File: config.mk
export PLATFORM = sky130hd
export DESIGN_NAME = truth_table_sequencer_flat
export DESIGN_NICKNAME = d
export VERILOG_FILES = /design/src/rtl/tt_seq_pkg.sv /design/src/rtl/truth_table_sequencer_if.sv /design/src/rtl/tt_popcount.sv /design/src/rtl/truth_table_sequencer.sv /design/src/flat_wrapper.sv
export SDC_FILE = /design/constraint.sdc
export NUM_CORES = 1
export LEC_CHECK = 0
export ABC_AREA = 1
export CORE_MARGIN = 2
export CORE_UTILIZATION = 55
export CTS_BUF_LIST = sky130_fd_sc_hd__clkbuf_8
export DETAILED_ROUTE_END_ITERATION = 6
export HOLD_SLACK_MARGIN = 0.03
export PLACE_DENSITY = 0.82
export SYNTH_ARGS = -nofsm -noshare
export SYNTH_HDL_FRONTEND = slang
export SYNTH_SLANG_ARGS = --single-unit
File: constraint.sdc
create_clock -name clk -period 5.1 [get_ports clk]
set_clock_uncertainty 0.05 [all_clocks]
set_input_delay 0.765 -clock clk [delete_from_list [all_inputs] [get_ports clk]]
set_output_delay 0.765 -clock clk [all_outputs]
set_load 0.02 [all_outputs]
File: src/rtl/tt_seq_pkg.sv
// Shared types and constants for the truth-table sequencer: FSM state,
// default geometry and the dwell-counter width rule.
package tt_seq_pkg;

  localparam int N_IN_DEF  = 3;
  localparam int DWELL_DEF = 4;

  typedef enum logic [1:0] {
    IDLE  = 2'd0,
    APPLY = 2'd1,
    DONE  = 2'd2
  } state_t;

  // Counter holds DWELL-1 down to 0; never narrower than one bit.
  function automatic int cnt_width(input int dwell);
    return (dwell <= 1) ? 1 : $clog2(dwell);
  endfunction

  localparam int CNT_W_DEF = cnt_width(DWELL_DEF);

endpackage

File: src/rtl/truth_table_sequencer_if.sv
// Control/result bundle between the test/config master and the sequencer.
interface truth_table_sequencer_if #(
  parameter int N_IN = 3
);
  localparam int W  = 1 << N_IN;
  localparam int CW = $clog2(W) + 1;

  // Handshake: start is a one-cycle request taken only while the sequencer
  // is IDLE (abort low); busy covers the sweep, done pulses once with the
  // results; abort cancels at any time and leaves published results intact.
  logic          start;
  logic          abort;
  logic [W-1:0]  expected;
  logic          busy;
  logic          done;
  logic [W-1:0]  table_out;
  logic [CW-1:0] ones_count;
  logic          pass;

  modport master (
    output start, abort, expected,
    input  busy, done, table_out, ones_count, pass
  );

  modport slave (
    input  start, abort, expected,
    output busy, done, table_out, ones_count, pass
  );

endinterface

File: src/rtl/tt_popcount.sv
// Combinational population count of a WIDTH-bit vector.
module tt_popcount #(
  parameter int WIDTH = 8
) (
  input  logic [WIDTH-1:0]       bits,
  output logic [$clog2(WIDTH):0] count
);

  always_comb begin
    count = '0;
    for (int i = 0; i < WIDTH; i++) begin
      count = count + {{$clog2(WIDTH){1'b0}}, bits[i]};
    end
  end

endmodule

File: src/rtl/truth_table_sequencer.sv
// Sweeps an N_IN-input combinational circuit through every input vector,
// samples its output after a dwell, and publishes the truth table.
module truth_table_sequencer
  import tt_seq_pkg::*;
#(
  parameter int N_IN  = N_IN_DEF,
  parameter int DWELL = DWELL_DEF
) (
  input  logic                     clk,
  input  logic                     rst_n,
  truth_table_sequencer_if.slave   bus,
  input  logic                     s_in,
  output logic [N_IN-1:0]          vec,
  output state_t                   state_dbg
);

  localparam int W     = 1 << N_IN;
  localparam int CW    = $clog2(W) + 1;
  localparam int CNT_W = cnt_width(DWELL);

  localparam logic [CNT_W-1:0] CNT_LOAD = CNT_W'(DWELL - 1);
  localparam logic [N_IN-1:0]  VEC_LAST = {N_IN{1'b1}};

  state_t            state, state_nx;
  logic [CNT_W-1:0]  cnt, cnt_nx;
  logic [N_IN-1:0]   vec_nx;
  logic [W-1:0]      shadow, shadow_nx;
  logic [W-1:0]      exp_q, exp_nx;
  logic              publish;
  logic [CW-1:0]     pop;

  logic [W-1:0]      table_q;
  logic [CW-1:0]     ones_q;
  logic              pass_q;

  // Popcount sees the shadow including the final sample, so results are
  // registered on the same edge that enters DONE.
  tt_popcount #(.WIDTH(W)) u_popcount (
    .bits  (shadow_nx),
    .count (pop)
  );

  always_ff @(posedge clk or negedge rst_n) begin
    if (!rst_n) begin
      state <= IDLE;
    end else begin
      state <= state_nx;
    end
  end

  always_comb begin
    state_nx  = state;
    cnt_nx    = cnt;
    vec_nx    = vec;
    shadow_nx = shadow;
    exp_nx    = exp_q;
    publish   = 1'b0;
    case (state)
      IDLE: begin
        vec_nx = '0;
        if (bus.start && !bus.abort) begin
          state_nx  = APPLY;
          cnt_nx    = CNT_LOAD;
          exp_nx    = bus.expected;
          shadow_nx = '0;
        end
      end
      APPLY: begin
        if (bus.abort) begin
          state_nx = IDLE;
          vec_nx   = '0;
        end else if (cnt == '0) begin
          shadow_nx[vec] = s_in;
          if (vec != VEC_LAST) begin
            vec_nx = vec + N_IN'(1);
            cnt_nx = CNT_LOAD;
          end else begin
            state_nx = DONE;
            vec_nx   = '0;
            publish  = 1'b1;
          end
        end else begin
          cnt_nx = cnt - CNT_W'(1);
        end
      end
      DONE: begin
        state_nx = IDLE;
        vec_nx   = '0;
      end
      default: begin
        state_nx = IDLE;
        vec_nx   = '0;
      end
    endcase
  end

  always_ff @(posedge clk or negedge rst_n) begin
    if (!rst_n) begin
      cnt     <= '0;
      vec     <= '0;
      shadow  <= '0;
      exp_q   <= '0;
      table_q <= '0;
      ones_q  <= '0;
      pass_q  <= 1'b0;
    end else begin
      cnt    <= cnt_nx;
      vec    <= vec_nx;
      shadow <= shadow_nx;
      exp_q  <= exp_nx;
      if (publish) begin
        table_q <= shadow_nx;
        ones_q  <= pop;
        pass_q  <= (shadow_nx == exp_q);
      end
    end
  end

  assign bus.busy       = (state == APPLY);
  assign bus.done       = (state == DONE);
  assign bus.table_out  = table_q;
  assign bus.ones_count = ones_q;
  assign bus.pass       = pass_q;
  assign state_dbg      = state;

endmodule

File: src/flat_wrapper.sv
// flat-port wrapper written by rule: the top's interface ports become plain ports
module truth_table_sequencer_flat import tt_seq_pkg::*;
#(
  parameter int N_IN  = N_IN_DEF,
  parameter int DWELL = DWELL_DEF
)
  (clk, rst_n, s_in, vec, state_dbg, bus_start, bus_abort, bus_expected, bus_busy, bus_done, bus_table_out, bus_ones_count, bus_pass);
  truth_table_sequencer_if #(.N_IN(N_IN)) bus_i ();
  input  logic clk;
  input  logic rst_n;
  input  logic s_in;
  output logic [N_IN-1:0] vec;
  output state_t state_dbg;
  input wire logic [$bits(bus_i.start)-1:0] bus_start;
  input wire logic [$bits(bus_i.abort)-1:0] bus_abort;
  input wire logic [$bits(bus_i.expected)-1:0] bus_expected;
  output wire logic [$bits(bus_i.busy)-1:0] bus_busy;
  output wire logic [$bits(bus_i.done)-1:0] bus_done;
  output wire logic [$bits(bus_i.table_out)-1:0] bus_table_out;
  output wire logic [$bits(bus_i.ones_count)-1:0] bus_ones_count;
  output wire logic [$bits(bus_i.pass)-1:0] bus_pass;
  assign bus_i.start = bus_start;
  assign bus_i.abort = bus_abort;
  assign bus_i.expected = bus_expected;
  assign bus_busy = bus_i.busy;
  assign bus_done = bus_i.done;
  assign bus_table_out = bus_i.table_out;
  assign bus_ones_count = bus_i.ones_count;
  assign bus_pass = bus_i.pass;
  truth_table_sequencer #(.N_IN(N_IN), .DWELL(DWELL)) u_core (.clk(clk), .rst_n(rst_n), .bus(bus_i), .s_in(s_in), .vec(vec), .state_dbg(state_dbg));
endmodule
==> impl_metrics.tcl <==
set metrics [dict create \
    final_common_cell "nand2_1" \
    worstSetupStartpointType "input pin" \
    cp_slowest_cell "fa_1" \
    min_path_type "reg -> reg" \
    mostFrequentLayoutCells "64 x nand2_1, 39 x inv_1, 36 x dfrtp_1, 32 x clkdlybuf4s50_1, 19 x nand3_1" \
    fin_cells 330 \
    synthSimpleGateAreaFrac_pct 27.24 \
    status "finished clean" \
    antenna_found_initial 0 \
    async_flop_share_pct 100.0 \
    cp_data_arrival_time_ps 4550 \
    crit_path_frequent_cell "inv_1" \
    fp.dieH_um 64.20 \
    worst-slew-pin-transition_ps 705.1 \
    clock-sinks 36 \
    r2r_slack_ps 960 \
    dr.pass1.iters 4 \
    syn_nets 270 \
    vias_per_cell 5.048 \
    num_rows 21 \
    area_growth_pct 23.67 \
    clk_pin_slew_ps 80 \
    finalMaxSlewViolations 0 \
    setup_viol_count_final 0 \
    grt_pass1_vias 1622 \
    die_w_um 64.20 \
    syn_area_mm2 0.001993 \
    routed_wl_um 4213 \
    cellLeakagePower_nw 1.208 \
    num_vias 1666 \
    ios 33 \
    start_util_pct 58.35 \
    slew_headroom_pct 52.85 \
    max_freq_mhz 228.7 \
    place_congestion 0.8421 \
    htree_levels 2 \
    yosysWarnings 0 \
    initialDrtViolationCount 79 \
    fin_area_mm2 0.002465 \
    max-vdd-ir-drop_mv 0.1795 \
    grt_overflow 0 \
    design.core.area_mm2 0.003416 \
    port_buffers 32 \
    n_antenna_cell 0 \
    place_inst 322 \
    synth_cells 247 \
    die_area_mm2 0.004122 \
    grt_max_degree 37 \
    hold_viol 0 \
    worstPathMaxFanout 8 \
    final_antenna_net_count 0 \
    hold_buffers 0 \
    synth_xor_area_share_pct 0.4394 \
    clock-root-buffer "clkbuf_8" \
    synth-compound-area-share_pct 8.851 \
    cts_buffers 5 \
    powerDensity_mw_per_mm2 269.1 \
    post_drt_wl_per_cell_um 12.77 \
    dp_hpwl_um 3123 \
    synthMuxAreaShare_pct 0.5650 \
    insertion_delay_ps 300 \
    cap_viol_max_count 0 \
    cts_tree "yes" \
    end_kind "register" \
    rsz0062_at_grt "no" \
    path_cells "clkdlybuf4s50_1 -> inv_2 -> nand2_2 -> nor2_4 -> nand2_1 -> nand2_1 -> nand3_1 -> nand2_2 -> inv_1 -> fa_1 -> inv_1 -> fa_1 -> inv_1 -> fa_1 -> inv_1 -> ha_1 -> inv_1 -> fa_1 -> xor2_1 -> o21ai_1" \
    drive_gt1_share_pct 11.97 \
    nNetsFinal 306 \
    slowest_delay_ps 540 \
    max-clock-path-buffers 2 \
    synth_top_family_by_area "simple AND/OR/NAND/NOR gates" \
    period_needed_ps 4372 \
    netlist-cell-type-count 30 \
    seq_area_frac_synth_pct 45.20 \
    fin_crit_sh_pct 85.72 \
    cp_data_required_time_ps 5280 \
    ctsResizeCount 0 \
    synthAdderAreaFrac_pct 7.784 \
    crit_type "in -> reg" \
    drc 0 \
    avgSynthCellArea_um2 8.069 \
    grt_usage_pct 23.95 \
    grt_first_pass_wirelength_um 7376 \
    synth_seq_cells 36 \
    synth_edf_count 0 \
    setup_tns_ps 0 \
    place_area_mm2 0.002357 \
    ys.flop_type "dfrtp_1" \
    cts_setup_buffers 0 \
]
## Yosys cell counts, types with 3 or more instances
cell,count,area [um2]
a21oi_1,9,45.04
dfrtp_1,36,900.9
fa_1,4,80.08
ha_1,6,75.07
inv_1,38,142.6
inv_2,8,30.03
nand2_1,64,240.2
nand2_2,6,37.54
nand3_1,19,95.09
nand3_2,3,30.03
nand4_1,3,18.77
nor2_1,16,60.06
nor2_4,3,33.78
o21ai_0,3,15.01
o21ai_1,8,40.04
## through the flow
stage / hold slack (ps) / total power, mW / utilization [%] / worst slack [ps]
after floorplan: 419.4 / 0.3876 / - / 1106
after global placement: 409.3 / 0.4188 / 69.01 / 545.0
after detailed placement: 417.4 / 0.4231 / 69.01 / 400.2
after CTS: 437.0 / 0.6674 / 72.16 / 717.6
after global routing: 453.8 / 0.7025 / 72.16 / 463.0
final: 439.5 / 0.6633 / 72.16 / 728.4
## power by group
group | leakage, nW | switching (mW) | internal, mW | total, mW
registers | 0.471 | 0.0109 | 0.304 | 0.315
clock network | 0.0593 | 0.102 | 0.143 | 0.245
logic | 0.678 | 0.0624 | 0.0403 | 0.103
total | 1.21 | 0.176 | 0.488 | 0.663
## worst paths after layout
check | from | end | cells after the start
min | u_core.bus.ones_count[0]$_DFFE_PN0P_ | u_core.bus.ones_count[0]$_DFFE_PN0P_ | 2
max | bus_abort | u_core.bus.ones_count[2]$_DFFE_PN0P_ | 20
min in group asynchronous | rst_n | u_core.exp_q[1]$_DFFE_PN0P_ | 2
min reg2reg | u_core.bus.ones_count[0]$_DFFE_PN0P_ | u_core.bus.ones_count[0]$_DFFE_PN0P_ | 2
max reg2reg | u_core.cnt[0]$_DFFE_PN0P_ | u_core.bus.ones_count[2]$_DFFE_PN0P_ | 20
max in group asynchronous | rst_n | u_core.bus.table_out[6]$_DFFE_PN0P_ | 2
## critical path: cells and delay by family
family                     cells  cell delay, ps
xor gates and xnor gates       1             150
adders and majority gates      5            2080
and+or+nand+nor                6             580
buffers and inverters          7             870
AOI/OAI and AO/OA              1             120
## layer usage
metal | global-route usage [%] | share of wire [%] | vias to the layer above
li1 | - | - | 843
met3 | 7.746 | 5.7 | 9
met4 | 9.574 | 1.9 | 0
met5 | 0 | 0 | -
met2 | 37.50 | 48 | 41
met1 | 30.82 | 44 | 773
## final cells by class
cell class / count / area (um2)
Multi-Input combinational cell: 160 / 894.6
Clock buffer: 5 / 68.82
Sequential cell: 36 / 900.9
Timing Repair Buffer: 33 / 327.8
Clock inverter: 3 / 38.79
Tap cell: 46 / 57.56
Inverter: 47 / 176.4
Fill cell: 286 / 950.9
## cells by family (layout without fill, tap and decap cells)
logic type | Yosys count | count (layout)
muxes | 1 | 1
DFF | 36 | 36
and+or+nand+nor | 118 | 118
adders and majority gates | 10 | 10
xor gates and xnor gates | 1 | 1
buffers and inverters | 51 | 88
AOI/OAI and AO/OA | 30 | 30
## state kept, by name, summed over array words and instances (netlist names)
signal	count
u_core.bus.table_out	8
u_core.exp_q	8
u_core.shadow	8
u_core.bus.ones_count	4
u_core.vec	3
u_core.cnt	2
u_core.state_dbg	2
u_core.bus.pass	1
(Power assumes the default switching activity.)
